==> src/rtl/pipeline_control_unit.sv <==
// -----------------------------------------------------------------------------
// pipeline_control_unit
//
// Central stall/flush sequencer for the dual-issue 5-stage pipeline. It merges
// the load-use hazard (ID), the taken-branch redirect (EX) and multi-cycle
// MDU issue (EX) into per-stage write-enable, flush and bubble controls. It
// also provides a push-button single-step mode and keeps saturating stall and
// flush counters for the debug display.
//
// Parameters
//   MDU_LATENCY  total stall cycles per MDU op, issue cycle included (1..15)
//   CNT_W        width of the performance counters
//
// Ports
//   clk              system clock, rising edge
//   rst              asynchronous, active-high reset
//   hazard_i         load-use hazard from the hazard detection unit
//   branch_taken_i   taken branch/jump resolved in EX (either pipe)
//   mdu_start_i      MDU instruction present in EX this cycle
//   step_mode_i      slide switch, 1 = single-step mode
//   step_btn_i       debounced one-cycle step pulse
//   pc_write_o       PC register write enable
//   if_id_write_o    IF/ID write enable
//   if_id_flush_o    clear both IF/ID slots to NOP
//   id_ex_write_o    ID/EX write enable
//   id_ex_bubble_o   load NOP into ID/EX
//   ex_mem_bubble_o  load NOP into EX/MEM
//   pipe_en_o        global enable for EX/MEM, MEM/WB and register-file write
//   state_o          0 RUN, 1 MDU_WAIT, 2 STEP_HOLD
//   stall_cnt_o      cycles stalled by a hazard or the MDU (saturating)
//   flush_cnt_o      cycles with if_id_flush_o = 1 (saturating)
//
// All control outputs are Mealy: decoded from the registered state and the
// current inputs. Only the state, the MDU down-counter and the two
// performance counters are registered.
// -----------------------------------------------------------------------------
module pipeline_control_unit #(
    parameter int MDU_LATENCY = 4,
    parameter int CNT_W       = 16
) (
    input  logic             clk,
    input  logic             rst,
    input  logic             hazard_i,
    input  logic             branch_taken_i,
    input  logic             mdu_start_i,
    input  logic             step_mode_i,
    input  logic             step_btn_i,
    output logic             pc_write_o,
    output logic             if_id_write_o,
    output logic             if_id_flush_o,
    output logic             id_ex_write_o,
    output logic             id_ex_bubble_o,
    output logic             ex_mem_bubble_o,
    output logic             pipe_en_o,
    output logic [1:0]       state_o,
    output logic [CNT_W-1:0] stall_cnt_o,
    output logic [CNT_W-1:0] flush_cnt_o
);

    typedef enum logic [1:0] {
        ST_RUN       = 2'd0,
        ST_MDU_WAIT  = 2'd1,
        ST_STEP_HOLD = 2'd2
    } state_e;

    // Cycles still to wait after the issue cycle; zero when the MDU is
    // single-cycle, in which case MDU_WAIT is never entered.
    localparam logic [3:0] MDU_LOAD  = 4'(MDU_LATENCY - 1);
    localparam bit         MDU_MULTI = (MDU_LATENCY > 1);

    localparam logic [CNT_W-1:0] CNT_MAX = '1;
    localparam logic [CNT_W-1:0] CNT_ONE = CNT_W'(1);

    state_e           state_q, state_d;
    logic [3:0]       mdu_cnt_q, mdu_cnt_d;
    logic [CNT_W-1:0] stall_cnt_q, stall_cnt_d;
    logic [CNT_W-1:0] flush_cnt_q, flush_cnt_d;

    logic             stall_inc;

    // -------------------------------------------------------------------------
    // Next-state and Mealy output decode
    // -------------------------------------------------------------------------
    always_comb begin
        // NOTE: every signal written here gets a default first, so no path
        // through the case statement can leave one unassigned and infer a latch.
        state_d         = state_q;
        mdu_cnt_d       = mdu_cnt_q;
        pc_write_o      = 1'b1;
        if_id_write_o   = 1'b1;
        if_id_flush_o   = 1'b0;
        id_ex_write_o   = 1'b1;
        id_ex_bubble_o  = 1'b0;
        ex_mem_bubble_o = 1'b0;
        pipe_en_o       = 1'b1;

        case (state_q)
            ST_RUN: begin
                if (mdu_start_i) begin
                    // Hold the MDU op in EX and feed NOPs downstream.
                    pc_write_o      = 1'b0;
                    if_id_write_o   = 1'b0;
                    id_ex_write_o   = 1'b0;
                    ex_mem_bubble_o = 1'b1;
                    if (branch_taken_i) begin
                        // The redirect must not be lost: take the new PC and
                        // squash the wrong-path fetch. ID/EX stays held (not
                        // bubbled) because it still carries the MDU op.
                        pc_write_o    = 1'b1;
                        if_id_flush_o = 1'b1;
                    end
                    if (MDU_MULTI) begin
                        mdu_cnt_d = MDU_LOAD;
                        state_d   = ST_MDU_WAIT;
                    end
                end else if (branch_taken_i) begin
                    // Branch beats the hazard: the hazarding instruction is on
                    // the wrong path anyway.
                    if_id_flush_o  = 1'b1;
                    id_ex_bubble_o = 1'b1;
                end else if (hazard_i) begin
                    pc_write_o     = 1'b0;
                    if_id_write_o  = 1'b0;
                    id_ex_bubble_o = 1'b1;
                end

                // In step mode RUN lasts a single cycle, unless an MDU wait
                // was just started; step mode is re-evaluated when it ends.
                if (step_mode_i && (state_d == ST_RUN)) begin
                    state_d = ST_STEP_HOLD;
                end
            end

            ST_MDU_WAIT: begin
                pc_write_o      = 1'b0;
                if_id_write_o   = 1'b0;
                id_ex_write_o   = 1'b0;
                ex_mem_bubble_o = 1'b1;
                mdu_cnt_d       = mdu_cnt_q - 4'd1;
                // "<= 1" also recovers from a counter that is somehow zero.
                if (mdu_cnt_q <= 4'd1) begin
                    mdu_cnt_d = 4'd0;
                    state_d   = ST_RUN;
                end
            end

            ST_STEP_HOLD: begin
                pc_write_o    = 1'b0;
                if_id_write_o = 1'b0;
                id_ex_write_o = 1'b0;
                pipe_en_o     = 1'b0;
                if (step_btn_i || !step_mode_i) begin
                    state_d = ST_RUN;
                end
            end

            default: begin
                // Encoding 3 is unreachable; recover to RUN on the next edge.
                state_d   = ST_RUN;
                mdu_cnt_d = 4'd0;
            end
        endcase
    end

    // -------------------------------------------------------------------------
    // Performance counters
    // -------------------------------------------------------------------------
    // A frozen pipeline in STEP_HOLD is not a stall; every other cycle with
    // the PC held is caused by a hazard or the MDU.
    assign stall_inc = !pc_write_o && (state_q != ST_STEP_HOLD);

    always_comb begin
        stall_cnt_d = stall_cnt_q;
        flush_cnt_d = flush_cnt_q;
        if (stall_inc && (stall_cnt_q != CNT_MAX)) begin
            stall_cnt_d = stall_cnt_q + CNT_ONE;
        end
        if (if_id_flush_o && (flush_cnt_q != CNT_MAX)) begin
            flush_cnt_d = flush_cnt_q + CNT_ONE;
        end
    end

    // -------------------------------------------------------------------------
    // Registers
    // -------------------------------------------------------------------------
    // NOTE: sequential state uses non-blocking assignments so every flop
    // samples the pre-edge values, independent of statement order.
    always_ff @(posedge clk or posedge rst) begin
        if (rst) begin
            state_q     <= ST_RUN;
            mdu_cnt_q   <= 4'd0;
            stall_cnt_q <= '0;
            flush_cnt_q <= '0;
        end else begin
            state_q     <= state_d;
            mdu_cnt_q   <= mdu_cnt_d;
            stall_cnt_q <= stall_cnt_d;
            flush_cnt_q <= flush_cnt_d;
        end
    end

    assign state_o     = state_q;
    assign stall_cnt_o = stall_cnt_q;
    assign flush_cnt_o = flush_cnt_q;

endmodule
==> config.mk <==
export PLATFORM = sky130hd
export DESIGN_NAME = pipeline_control_unit
export DESIGN_NICKNAME = d
export VERILOG_FILES = /design/src/rtl/pipeline_control_unit.sv
export SDC_FILE = /design/constraint.sdc
export NUM_CORES = 1
export LEC_CHECK = 0
export ABC_AREA = 1
export ABC_CLOCK_PERIOD_IN_PS = 3600
export BUFFER_PORTS_ARGS = -buffer_cell sky130_fd_sc_hd__buf_4
export CAP_MARGIN = 20
export CORE_MARGIN = 2
export CORE_UTILIZATION = 60
export DETAILED_ROUTE_END_ITERATION = 10
export PLACE_DENSITY_LB_ADDON = 0.3
export SYNTH_ARGS = -nofsm -noshare
export SYNTH_HDL_FRONTEND = slang
export SYNTH_SLANG_ARGS = --single-unit
==> constraint.sdc <==
create_clock -name clk -period 3.6 [get_ports clk]
set_clock_uncertainty 0.15 [all_clocks]
set_input_delay 0.18 -clock clk [delete_from_list [all_inputs] [get_ports clk]]
set_output_delay 0.18 -clock clk [all_outputs]
set_load 0.005 [all_outputs]
### Yosys cells after proc, flatten, opt, wreduce, memory -nomap -nowiden

Index checks and enable logic that the tools add are counted.

| word-level totals | value |
|---|---|
| word-level logic and storage cells | 55 |
| bits in registers | 38 |
| bits of input ports | 7 |

| cells by class | value |
|---|---|
| $add $sub $neg | 3 |
| muxes and demuxes | 26 |
| equality and inequality tests | 8 |
| reduce and logical (&&, ||, !) cells | 12 |
| $lt $le $gt $ge | 1 |
| bitwise gates (word level) | 1 |

Operators by type and width:

| operator | count |
|---|---|
| 16-bit by 1-bit adder with 16-bit output (second input constant) | 2 |
| 16-bit != test (second input constant) | 2 |
| 1-bit two-way mux | 13 |
| 4-bit one-hot mux with 3 select lines | 1 |
| 2-bit two-way mux | 5 |
| 4-bit two-way mux | 2 |
| 2-bit != test (second input constant) | 4 |
| 1-bit one-hot mux with 2 select lines | 4 |
| 2-bit one-hot mux with 3 select lines | 1 |
| 4-bit by 1-bit less-or-equal comparator with 1-bit output (second input constant) | 1 |
| 1-bit logical AND | 4 |
| 2-bit zero test | 2 |
| 2-bit AND reduction | 2 |
| 4-bit by 1-bit subtractor with 4-bit output (second input constant) | 1 |
| 2-bit by 1-bit equality test with 1-bit output (second input constant) | 1 |
| 2-bit equality test (second input constant) | 1 |
| 1-bit zero test | 2 |
| 2-bit OR reduction | 1 |
| 1-bit logical OR | 1 |
| 1-bit inverter | 1 |

### Longest topological paths before layout

Gate-level depths: netlist of run 1.

| logic depth | value |
|---|---|
| depth after elaboration | 7 |
| gate-level depth with buffers | 10 |
| depth with buffers taken out | 9 |

### Least setup slack after synthesis of run 1

Ideal clock, no wire load.

| path | value |
|---|---|
| path kind | reg-to-reg |
| start point | register state_q[0], in the netlist state_o[0] |
| end point | register stall_cnt_q[2], in the netlist stall_cnt_o[2] |
| setup time | 0.065 ns |
| path buffers | 1 |
| data required time | 3.385 ns |
| arrival | 1.509 ns |
| setup slack | 1.877 ns |
| stages on the path, launching flop included | 8 |
| clock period less this slack | 1.723 ns |
| cells stage by stage | dfrtp_1 -> inv_1 -> ha_1 -> or2_1 -> nand3_2 -> clkbuf_1 -> o21ai_0 -> nand2_1 |

| between the ends | value |
|---|---|
| cells in the longest elaborated chain, start to end | 6 |

Ends and longest elaborated chain:

| what | RTL line | RTL |
|---|---|---|
| start: declaration | 74 | `state_e state_q, state_d;` |
| start signal: assignment | 195 | `state_q <= state_d;` |
| 2-bit equality test / 2-bit by 1-bit equality test with 1-bit output (equally long branches) | 97 | `case (state_q)` |
| 2-bit OR reduction (no line) | -- |  |
| 1-bit one-hot mux with 2 select lines | 97 |  |
| 1-bit zero test | 170 | `assign stall_inc = !pc_write_o && (state_q != ST_STEP_HOLD);` |
| 1-bit logical AND * | 170 |  |
| 1-bit logical AND * | 175 | `if (stall_inc && (stall_cnt_q != CNT_MAX)) begin` |
| end signal: assignment | 197 | `stall_cnt_q <= stall_cnt_d;` |
| end: declaration | 76 | `logic [CNT_W-1:0] stall_cnt_q, stall_cnt_d;` |

Mark *: on every way between the ends. The rest lies on a longest branch, timed or not.
A chain may end at the register's enable or synchronous reset.

### Worst setup path after layout of run 1

| path | value |
|---|---|
| start point | register state_q[0], in the netlist state_o[0] |
| end point | register stall_cnt_q[3], in the netlist stall_cnt_o[3] |

Same word-level chain as after synthesis.

==> results.env, run 1 <==
RUN_STATUS='finished, final reports clean'
FIRST_GLOBAL_VIAS=2120
REPORT.FINAL.SETUP_VIOL=0
ANTENNA-DIODE-COUNT=0
SYNTH_EDF_COUNT=0
P_CLK_SHARE_PCT=19.9
WIRE_LENGTH_OF_THE_FIRST_GLOBAL_ROUTING_PASS_MICRONS=9130
SEQ_POWER_SHARE_PCT=37.6
WORST_SETUP_PATH_START_KIND='register'
P_SW_SHARE_PCT=40.8
VIAS_PER_CELL=5.23
TIMING.HOLD.WORST.CLASS='in -> reg'
YOSYS_WARNINGS=0
SYNTH.MOST_COMMON_CELL='sky130_fd_sc_hd__nand2_1'
FLOORPLAN.INITIALDENSITY_PCT=62.6
MAXCLOCKFREQUENCY_MHz=475
FINALCRITICALPERIOD_NS=2.11
IO-PIN-COUNT=48
HOLD_PATH_STARTPOINT='step_mode_i'
ROUTED-VIA-COUNT=2402
NETS=422
SYNTH_LARGEST_TYPE_AREA_FRACTION_PCT=38.0
YS_TOP_CELLS_BY_COUNT='sky130_fd_sc_hd__nand2_1, sky130_fd_sc_hd__dfrtp_1, sky130_fd_sc_hd__nor2_1'
GRT_ANTENNA_BEFORE_REPAIR=0
YS_TYPES=30
INTERNAL_POWER_mW=0.926
PART_OF_THE_CYCLE_THE_WORST_PATH_NEEDS_PCT=58.5
CLOCK_TREE_ROOT='sky130_fd_sc_hd__clkbuf_8'
POSTROUTEWIRELENGTH_MICRONS=5590
YS_FF_LATCH=38
PEAKVDDDROP_mV=0.363
R2R_START='state_o[0]'
HOLD-WORST-SLACK_NS=0.129
SYNTH.CELL_AREA_SQ_MM=0.00250
AVGSYNTHCELLAREA_SQ_UM=7.01
WORSTSETUPPATHTYPE='reg -> reg'
FINAL_HOLD_VIOL_COUNT=0
DIE-WIDTH_MICRONS=68.6
TRACK_USAGE_PCT=26.1
POWER.SHARE.COMBINATIONAL_PCT=42.5
POSTSYNTHNETCOUNT=371
WORST_SLEW_PIN_SLEW_NS=0.564
DESIGN.DIE.AREA_SQ_MM=0.00471
HOLD-PATH-ENDPOINT='state_o[1]'
CTS_BUF_COUNT=5
SINK_COUNT=38
NET-SWITCHING-POWER_mW=0.638
SYNTH_FLOP_CELL='sky130_fd_sc_hd__dfrtp_1'
WORST_PATH_ARRIVAL_TIME_NS=2.13
FINALNONFILLERCELLS=459
CRIT_PATH_MAX_FANOUT=17
SYNTH_TOP_AREA_CELL='sky130_fd_sc_hd__dfrtp_1'
CORE_SQ_MM=0.00400
CELLPOWERDENSITY_mW_PER_MM2=524
FINALWEIGHTEDCONGESTION=0.851
R2R_SETUP_SLACK_NS=1.49
FRACTION_OF_REGISTERS_WITH_ASYNC_SET_RESET_PCT=100
WORST_SLEW_MARGIN_RELATIVE_TO_ITS_LIMIT_PCT=62.4
TIMING.CRITICAL_PATH.TO_TYPE='register'
WORSTHOLDPATHCELLS=5
POST_CTS_HOLD_BUFFER_COUNT=1
ROW_COUNT=23
SYNTH_AREA_LEADERS='sky130_fd_sc_hd__dfrtp_1, sky130_fd_sc_hd__nand2_1, sky130_fd_sc_hd__nor2_1'
CTS.REPAIR_TIMING.SETUP_BUFFER_COUNT=0
WORST_R2R_PATH_DEPTH=6
CLOCK_TREE.BUFFER_DEPTH=2
SETUP-TNS-FINAL_NS=0
FILLER_CELL_COUNT=319
CLK_PIN_SLEW_NS=0.07
POST_CTS_RESIZE_COUNT=0
REGISTER_AREA_SHARE_AFTER_SYNTHESIS_PCT=38.0
TRITONCTS='built'
GRT_MAX_DEGREE=39
ROUTE.DETAILED.DRC=0
HPWL_AFTER_DETAILED_PLACEMENT_MICRONS=4030
PLACE_INST=450
OVERFLOW=0
RSZ0062_AT_GRT='no'
WORSTPATHREQUIRED_NS=3.62
DP_WORST_SETUP_SLACK_NS=1.52
FRACTION_OF_LAYOUT_INSTANCES_USING_A_DRIVE_STRENGTH_ABOVE_1_PCT=18.1
CTS_MAX_LEVEL=2
FP.DIEH_MICRONS=68.6
CELLLEAKAGEPOWER_nW=1.50
R2R-END='stall_cnt_o[3]'
BUFFER_PORTS.INSERTED=47
NETLIST_INSTANCES=357
SYN2LAYOUT_AREA_GROWTH_PCT=19.2
WL_PER_CELL_MICRONS=12.2
FIRST_PASS_ITERS=4
FIRST_ITER_VIOLATIONS=75
FINALWORSTSETUPSLACK_NS=1.49
MAXCAPVIOLATIONS=0
CLOCK_INSERTION_DELAY_WORST_SKEW_NS=0.30
ANTENNA_VIOL_NETS_FINAL=0
FINAL_SLEW_VIOL_COUNT=0
==> final cells by class <==
cell class,instances,area [sq um],area share (%)
clock inverters,1,5.00,0.168
inverters,33,124,4.15
repair buffers,49,370,12.4
multi-input cells,281,1390,46.4
well taps,50,62.6,2.10
clock buffers,7,86.3,2.89
flip-flops and latches,38,951,31.9
==> sequential cells by signal, summed over array words and instances (netlist names) <==
register	flops
flush_cnt_o	16
mdu_cnt_q	4
stall_cnt_o	16
state_o	2
==> metrics by stage <==
step	total power [mW]	instance area, sq um	utilization (%)
6_report	1.56	2990	74.6
5_1_grt	1.70	2990	74.6
4_1_cts	1.57	2990	74.6
3_5_place_dp	1.26	2880	72.1
3_3_place_gp	1.23	2880	72.1
2_1_floorplan	1.03	2500	-
==> worst max path at each step <==
stage	cells past startpoint	endpoint	startpoint
final	6	stall_cnt_o[3]	state_o[0]
after global routing	7	stall_cnt_o[2]	state_o[0]
after CTS	6	stall_cnt_o[3]	state_o[0]
after detailed placement	6	stall_cnt_o[3]	state_o[0]
after global placement	6	stall_cnt_o[3]	state_o[0]
after floorplan	7	stall_cnt_o[2]	state_o[0]
==> placed cells by master, fill, tap and decap left out, drive strengths merged <==
| cell | n |
|---|---|
| nand3b | 1 |
| a21oi | 2 |
| buf | 48 |
| a31oi | 1 |
| clkbuf | 7 |
| clkinv | 1 |
| xor2 | 6 |
| a22oi | 2 |
| dlygate4sd3 | 1 |
| nand2 | 148 |
| o21ai | 27 |
| ha | 7 |
| or2 | 1 |
| nor3b | 1 |
| nor2 | 45 |
| nand3 | 16 |
| inv | 33 |
| o221ai | 1 |
| nand4 | 11 |
| and2 | 1 |
| xnor2 | 9 |
| dfrtp | 38 |
| o21bai | 2 |
==> layer usage <==
| layer | up-vias | part of all wire, % | global-route usage, % |
|---|---|---|---|
| li1 | 1235 | - | - |
| met1 | 1099 | 45 | 31.0 |
| met2 | 59 | 49 | 46.2 |
| met3 | 9 | 4.1 | 5.84 |
| met4 | 0 | 1.7 | 9.00 |
| met5 | - | 0 | 0 |
==> power groups by stage <==
stage	clock, mW	combinational [mW]	sequential, mW
after floorplan	0	0.443	0.582
after global placement	0	0.636	0.592
after detailed placement	0	0.666	0.593
after CTS	0.316	0.669	0.586
after global routing	0.334	0.764	0.601
final	0.312	0.664	0.588
==> cell families (layout without fill, tap and decap cells) <==
family                   Yosys count  count (layout)  share of synthesized area (%)
AO/OA/AOI/OAI                     35              35                           7.75
XOR/XNOR                          15              15                           5.25
adder cells (fa/ha/maj)            7               7                           3.50
buffers and inverters             38              90                           6.65
flip-flops                        38              38                           38.0
AND/OR/NAND/NOR                  224             224                           38.9
==> worst max-delay path, cell delays in order (launching register included) <==
cell and delay [ns]:
sky130_fd_sc_hd__dfrtp_1 0.39, sky130_fd_sc_hd__inv_1 0.14, sky130_fd_sc_hd__ha_1 0.26, sky130_fd_sc_hd__or2_1 0.20, sky130_fd_sc_hd__nand3_2 0.27, sky130_fd_sc_hd__nor2_4 0.41
sky130_fd_sc_hd__o21ai_0 0.14
(Power assumes the default switching activity.)
==> inputs of run 2 (changes only) <==
- ABC_CLOCK_PERIOD_IN_PS: 3600 -> 1970
- CORE_UTILIZATION: 60 -> 56
- clock period: 3.6 -> 1.97 ns (I/O delays scaled with it)
==> run 2 against run 1 <==
Count of clock-buffer cells in the layout fell by 1. Sequential cell count stayed put. Total power is 91% higher. Sequential share of layout area down 0.69 points.
==> results.env, run 2 (same netlist as run 1, synthesis figures left out) <==
FIRST_GLOBAL_VIAS=2240  # +5.7%
CRIT_CHAIN='inv_1 > ha_2 > or2_1 > o221ai_1 > buf_4'
FINALNONFILLERCELLS=467  # +1.7%
SETUP-TNS-FINAL_NS=0  # unchanged
DESIGN_POWER_TOTAL_mW=2.98  # +91%
FINAL_CELL_MIX='sky130_fd_sc_hd__nand2_1, sky130_fd_sc_hd__buf_4, sky130_fd_sc_hd__nor2_1, sky130_fd_sc_hd__dfrtp_1, sky130_fd_sc_hd__inv_1'
POSTROUTEWIRELENGTH_MICRONS=5570  # -0.25%
WIRE_LENGTH_OF_THE_FIRST_GLOBAL_ROUTING_PASS_MICRONS=9580  # +5.0%
CLOCK_TREE_ROOT='sky130_fd_sc_hd__clkbuf_8'
HPWL_AFTER_DETAILED_PLACEMENT_MICRONS=4130  # +2.5%
WORST_PATH_ARRIVAL_TIME_NS=1.62  # -0.51 ns
GLOBALROUTEMET1UTIL_PCT=29.7  # -1.3 points
GLOBAL_ROUTE.USAGE.MET2_PCT=40.8  # -5.3 points
R2R-END='stall_cnt_o[3]'
FLOORPLAN.INITIALDENSITY_PCT=57.9  # -4.7 points
DIE-WIDTH_MICRONS=70.9  # +3.3%
PEAKVDDDROP_mV=0.490  # +35%
ROUTED-VIA-COUNT=2435  # +1.4%
OVERFLOW=0  # unchanged
ANTENNA_VIOL_NETS_FINAL=0  # unchanged
NETS=428  # +1.4%
ANTENNA-DIODE-COUNT=0  # unchanged
SYN2LAYOUT_AREA_GROWTH_PCT=21.9
ROUTE.DETAILED.DRC=0  # unchanged
TOP_USAGE_LAYER='met2'
REGISTER_AREA_SQ_UM=951  # unchanged
P_SW_SHARE_PCT=39.9  # -0.92 points
IO-PIN-COUNT=48  # unchanged
FINAL_SLEW_VIOL_COUNT=0  # unchanged
FINAL_HOLD_VIOL_COUNT=0  # unchanged
R2R_SETUP_SLACK_NS=0.14  # -1.35 ns
HOLD_PATH_STARTPOINT='step_mode_i'
PLACE_INST=457  # +1.6%
FILLER_CELL_COUNT=363  # +14%
POWER.SHARE.COMBINATIONAL_PCT=44.7  # +2.2 points
PART_OF_THE_CYCLE_THE_WORST_PATH_NEEDS_PCT=94.7
GR_LAYER_USAGE_MET3_PCT=4.56  # -1.3 points
TIMING.CRITICAL_PATH.TO_TYPE='output pin'
CTS_MAX_LEVEL=2  # unchanged
VIAS_PER_CELL=5.21  # -0.36%
R2R_START='state_o[0]'
CORE_SQ_MM=0.00432  # +8.1%
REPORT.FINAL.SETUP_VIOL=0  # unchanged
LAYOUT.CORE_UTILIZATION_PCT=70.6  # -4.1 points
MULTI_INPUT_COMB_AREA_SQ_MM=0.00139  # +0.18%
CELLLEAKAGEPOWER_nW=1.53  # +2.1%
FIRST_ITER_VIOLATIONS=163  # +120%
CRIT_PATH_MAX_FANOUT=5  # -12
FINALWEIGHTEDCONGESTION=0.788  # -7.4%
TRITONCTS='built'
RUN_STATUS='finished, final reports clean'
P_CLK_SHARE_PCT=19.4  # -0.5 points
WORSTHOLDPATHCELLS=5  # unchanged
WORSTPATHREQUIRED_NS=1.72  # -1.90 ns
FRACTION_OF_LAYOUT_INSTANCES_USING_A_DRIVE_STRENGTH_ABOVE_1_PCT=19.8  # +1.7 points
WORST_SLEW_MARGIN_RELATIVE_TO_ITS_LIMIT_PCT=70.8  # +8.4 points
WORST_SLEW_PIN_SLEW_NS=0.438  # -0.126 ns
MAXCLOCKFREQUENCY_MHz=536
SLOWEST_STAGE='sky130_fd_sc_hd__dfrtp_1'
HOLD-PATH-ENDPOINT='state_o[1]'
CLK_PIN_SLEW_NS=0.07  # about the same
SEQ_POWER_SHARE_PCT=35.9  # -1.7 points
DESIGN.DIE.AREA_SQ_MM=0.00502  # +6.7%
MAXCAPVIOLATIONS=0  # unchanged
TRACK_USAGE_PCT=23.2  # -2.9 points
SINK_COUNT=38  # unchanged
BUFFER_PORTS.INSERTED=47  # unchanged
GRT_MAX_DEGREE=35  # -10%
ROW_COUNT=24  # +4.3%
CTS_BUF_COUNT=5  # unchanged
COMMONEST_NON_FILL_NON_TAP_CELL_IN_THE_LAYOUT='sky130_fd_sc_hd__nand2_1'
FP.DIEH_MICRONS=70.9  # +3.3%
CLOCK_INSERTION_DELAY_WORST_SKEW_NS=0.30  # about the same
CELLPOWERDENSITY_mW_PER_MM2=977  # +87%
NET-SWITCHING-POWER_mW=1.19  # +86%
WORST_SETUP_PATH_START_KIND='register'
WL_PER_CELL_MICRONS=11.9  # -2.0%
FINALCRITICALPERIOD_NS=1.87
WORST_R2R_PATH_DEPTH=8  # +2
WORSTSETUPPATHTYPE='reg -> out'
WORST_PATH_LARGEST_CELL_DELAY_NS=0.40  # about the same
FIRST_PASS_ITERS=4  # unchanged
INTERNAL_POWER_mW=1.79  # +94%
CLOCK_TREE.BUFFER_DEPTH=2  # unchanged
GRT_ANTENNA_BEFORE_REPAIR=0  # unchanged
TIMING.HOLD.WORST.CLASS='in -> reg'
## run 2: per-stage QoR
stage	area (sq um)	hold slack, ns	worst slack (ns)
after global placement	2920	-0.142	0.169
after CTS	3030	0.0492	0.0935
after floorplan	2500	0.141	0.247
after detailed placement	2920	-0.134	0.0898
after global routing	3050	0.0968	-0.00123
final	3050	0.0488	0.104
## run 2: what timing repair did
item                                    in CTS  in global routing
hold endpoints to repair                    38                  0
setup buffers                                0                  1
resized for setup                            0                  2
endpoints found under the setup margin       0                 13
hold buffers                                 1                  0
## run 2: per-layer routing
metal / wire length (microns) / up-vias
met5: 0 / -
met4: 32 / 0
met3: 203 / 4
met2: 2780 / 47
met1: 2560 / 1137
li1: - / 1247
## run 2: layout make-up
class,count,area share (%)
Clock buffer,6,2.71
Clock inverter,2,0.410
Sequential cell,38,31.2
Multi-Input combinational cell,281,45.5
Tap cell,52,2.13
Inverter,33,4.06
Timing Repair Buffer,55,14.0
## run 2: critical path: cells and delay by family, from the launching register on
kind / cells / cell delay (ns)
compound gates: 1 / 0.10
buf+inv: 2 / 0.29
flops: 1 / 0.40
fa+ha+maj: 1 / 0.29
simple gates: 1 / 0.26
## run 2: worst max-delay path by stage
stage	cells past startpoint	startpoint	end
global placement	6	state_o[0]	stall_cnt_o[3]
detailed placement	6	state_o[0]	stall_cnt_o[3]
CTS	6	state_o[0]	stall_cnt_o[3]
floorplan	7	state_o[0]	stall_cnt_o[2]
finish	5	state_o[0]	if_id_write_o
global route	7	state_o[0]	stall_cnt_o[1]
## run 2: power by group through the flow
stage	Clock [mW]	Sequential (mW)	Combinational [mW]
floorplan	0	1.06	0.810
global placement	0	1.08	1.22
detailed placement	0	1.08	1.25
CTS	0.587	1.07	1.26
global route	0.606	1.09	1.48
finish	0.580	1.07	1.33
==> inputs of run 3 (changes only) <==
- ABC_AREA: 1 -> 0
- CORE_UTILIZATION: 56 -> 54
==> run 3 against run 2 <==
Wire length grew 1.5%. Combinational power grew 48%. Design area shrank 2.4%. Critical path depth grew 1. Global-route usage grew 2.4 points. Total power grew 27%. Count of clock-buffer cells in the layout grew 1. Register-to-register slack lost 0.13 ns. Largest cell class unchanged. Largest power group unchanged.
==> results.env, run 3 <==
RUN_STATUS='finished, final reports clean'
ANTENNA_VIOL_NETS_FINAL=0  # unchanged
WL_PER_CELL_MICRONS=16.4  # +38%
DESIGN_AREA_SQ_MM=0.00298  # -2.4%
PEAKVDDDROP_mV=0.869  # +77%
LAYOUT.CORE_UTILIZATION_PCT=79.5  # +9.0 points
CLOCK_INSERTION_DELAY_WORST_SKEW_NS=0.29  # about the same
REGISTER_AREA_SHARE_AFTER_SYNTHESIS_PCT=44.1  # +6.2 points
CELLPOWERDENSITY_mW_PER_MM2=1280  # +30%
IO-PIN-COUNT=48  # unchanged
MAXCLOCKFREQUENCY_MHz=511  # -4.6%
CLOCK_TREE_ROOT='sky130_fd_sc_hd__clkbuf_8'
YS_TYPES=46  # +53%
R2R-END='stall_cnt_o[7]'
FINAL_HOLD_VIOL_COUNT=0  # unchanged
FRACTION_OF_LAYOUT_INSTANCES_USING_A_DRIVE_STRENGTH_ABOVE_1_PCT=37.5  # +18 points
SYN2LAYOUT_AREA_GROWTH_PCT=38.2
ROUTED-VIA-COUNT=2032  # -17%
CRIT_PATH_MAX_FANOUT=6  # +1
SINK_COUNT=38  # unchanged
CP-STARTPOINT='state_o[0]'
DIE-WIDTH_MICRONS=67.2  # -5.2%
PART_OF_THE_CYCLE_THE_WORST_PATH_NEEDS_PCT=99.2  # +4.5 points
SYNTH_FLOP_CELL='sky130_fd_sc_hd__dfrtp_1'
RSZ0062_AT_GRT='yes'
WORST_SLEW_PIN_SLEW_NS=0.486  # +0.0482 ns
CELLLEAKAGEPOWER_nW=1.33  # -13%
DP_WORST_SETUP_SLACK_NS=0.00195  # -0.0878 ns
GRT_ANTENNA_BEFORE_REPAIR=0  # unchanged
R2R_SETUP_SLACK_NS=0.01  # -0.13 ns
CTS_BUF_COUNT=5  # unchanged
YS_TOP_CELLS_BY_COUNT='sky130_fd_sc_hd__dfrtp_1, sky130_fd_sc_hd__xor2_1, sky130_fd_sc_hd__nor4_1'
HOLD-WORST-SLACK_NS=0.00217  # -0.0466 ns
TIMING.CRITICAL_PATH.TO_TYPE='register'
CTS_MAX_LEVEL=2  # unchanged
WORSTHOLDPATHCELLS=3  # -2
FRACTION_OF_REGISTERS_WITH_ASYNC_SET_RESET_PCT=100  # unchanged
FINALCRITICALPERIOD_NS=1.96  # +0.0893 ns
FINAL_CELL_MIX='sky130_fd_sc_hd__buf_4, sky130_fd_sc_hd__dfrtp_1, sky130_fd_sc_hd__xor2_1'
R2R_START='state_o[0]'
WORSTSETUPPATHTYPE='reg -> reg'
CP-ENDPOINT='stall_cnt_o[7]'
OVERFLOW=0  # unchanged
CORE_SQ_MM=0.00374  # -13%
FIRST_GLOBAL_VIAS=1918  # -14%
COMMONEST_NON_FILL_NON_TAP_CELL_IN_THE_LAYOUT='sky130_fd_sc_hd__buf_4'
WIRE_LENGTH_OF_THE_FIRST_GLOBAL_ROUTING_PASS_MICRONS=8760  # -8.6%
FIRST_PASS_ITERS=4  # unchanged
WORST_R2R_PATH_DEPTH=6  # -2
SYNTH_AREA_LEADERS='sky130_fd_sc_hd__dfrtp_1, sky130_fd_sc_hd__xor2_1, sky130_fd_sc_hd__nor4_1'
FINALWEIGHTEDCONGESTION=0.846  # +7.4%
REPORT.FINAL.SETUP_VIOL=0  # unchanged
WORST_PATH_ARRIVAL_TIME_NS=2.01  # +0.39 ns
DESIGN_POWER_TOTAL_mW=3.80  # +27%
MAXCAPVIOLATIONS=0  # unchanged
ROW_COUNT=22  # -8.3%
WORST_SETUP_PATH_START_KIND='register'
SYNTH_TOP_AREA_CELL='sky130_fd_sc_hd__dfrtp_1'
AVGSYNTHCELLAREA_SQ_UM=10.1  # +44%
WORSTPATHREQUIRED_NS=2.02  # +0.30 ns
VIAS_PER_CELL=5.91  # +13%
FINAL_SLEW_VIOL_COUNT=0  # unchanged
FLOORPLAN.INITIALDENSITY_PCT=57.6  # -0.35 points
YOSYS_WARNINGS=0  # unchanged
YS_FF_LATCH=38  # unchanged
ROUTE.DETAILED.DRC=0  # unchanged
SYNTH.MOST_COMMON_CELL='sky130_fd_sc_hd__dfrtp_1'
ANTENNA-DIODE-COUNT=0  # unchanged
FIRST_ITER_VIOLATIONS=98  # -40%
HPWL_AFTER_DETAILED_PLACEMENT_MICRONS=3880  # -5.9%
GRT_MAX_DEGREE=39  # +11%
FP.DIEH_MICRONS=67.2  # -5.2%
CLK_PIN_SLEW_NS=0.08  # about the same
SYNTH_LARGEST_TYPE_AREA_FRACTION_PCT=44.1  # +6.2 points
BUFFER_PORTS.INSERTED=47  # unchanged
DESIGN.DIE.AREA_SQ_MM=0.00451  # -10%
TIMING.HOLD.WORST.CLASS='in -> reg'
DPL_CELL_AREA_SQ_MM=0.00278  # -4.8%
NETS=309  # -28%
POSTROUTEWIRELENGTH_MICRONS=5660  # +1.5%
NETLIST_INSTANCES=214  # -40%
SYNTH.CELL_AREA_SQ_MM=0.00215  # -14%
SYNTH_EDF_COUNT=0  # unchanged
POSTSYNTHNETCOUNT=228  # -39%
TRITONCTS='built'
TRACK_USAGE_PCT=25.6  # +2.4 points
CLOCK_TREE.BUFFER_DEPTH=2  # unchanged
WORST_SLEW_MARGIN_RELATIVE_TO_ITS_LIMIT_PCT=67.6  # -3.2 points
FINALWORSTSETUPSLACK_NS=0.0148  # -0.0893 ns
## run 3: stage by stage
step,setup TNS (ns),cells
after floorplan,0,214
after global routing,-0.138,344
after global placement,0,333
after detailed placement,0,333
final,0,344
after CTS,0,342
## run 3: worst max-delay path, cell delays in order, from the launching register on
cell and delay (ns):
sky130_fd_sc_hd__dfrtp_1 0.39, sky130_fd_sc_hd__inv_2 0.10, sky130_fd_sc_hd__ha_4 0.14, sky130_fd_sc_hd__inv_2 0.05, sky130_fd_sc_hd__o31a_2 0.40, sky130_fd_sc_hd__nor4_1 0.44, sky130_fd_sc_hd__xnor2_1 0.20
## run 3: area by class of cell
| class | count | area (sq um) |
|---|---|---|
| multi-input combinational | 157 | 1210 |
| sequential | 38 | 951 |
| fill | 268 | 766 |
| timing repair buffer | 78 | 588 |
| clock buffer | 7 | 76.3 |
| inverter | 15 | 60.1 |
| tap | 48 | 60.1 |
| clock inverter | 1 | 30.0 |
## run 3: per-layer routing
layer	GRT usage, %	up-vias	part of all wire, %
li1	-	968	-
met1	35.2	986	45
met2	41.0	72	47
met3	5.83	6	6.5
met4	6.89	0	0.99
met5	0	-	0
## run 3: kinds of logic after synthesis
| logic type | Yosys count | synth area share [%] |
|---|---|---|
| adders and majority gates | 7 | 4.06 |
| xor gates and xnor gates | 25 | 10.2 |
| and+or+nand+nor | 84 | 23.9 |
| buffers and inverters | 20 | 3.89 |
| muxes | 5 | 2.61 |
| DFF | 38 | 44.1 |
| AOI/OAI and AO/OA | 35 | 11.3 |
## run 3: timing repair
item	in CTS	in global routing
gates cloned	0	1
endpoints found under the setup margin	2	13
hold buffers	1	0
resized for setup	2	9
hold endpoints to repair	38	0
pin swaps	0	2
buffers inserted	0	1
## run 3: worst min-delay path by stage
stage	end	slack (ns)	from
final	state_o[0]	0.002	mdu_start_i
after detailed placement	flush_cnt_o[8]	0.11	rst
after CTS	state_o[0]	0.002	mdu_start_i
after floorplan	id_ex_write_o	0.13	mdu_start_i
after global routing	state_o[0]	0.03	mdu_start_i
after global placement	flush_cnt_o[7]	0.09	rst
## run 3: where the power goes
part	internal, mW	total, mW	switching (mW)
sequential	0.980	1.18	0.201
clock	0.379	0.646	0.267
combinational	0.987	1.97	0.983
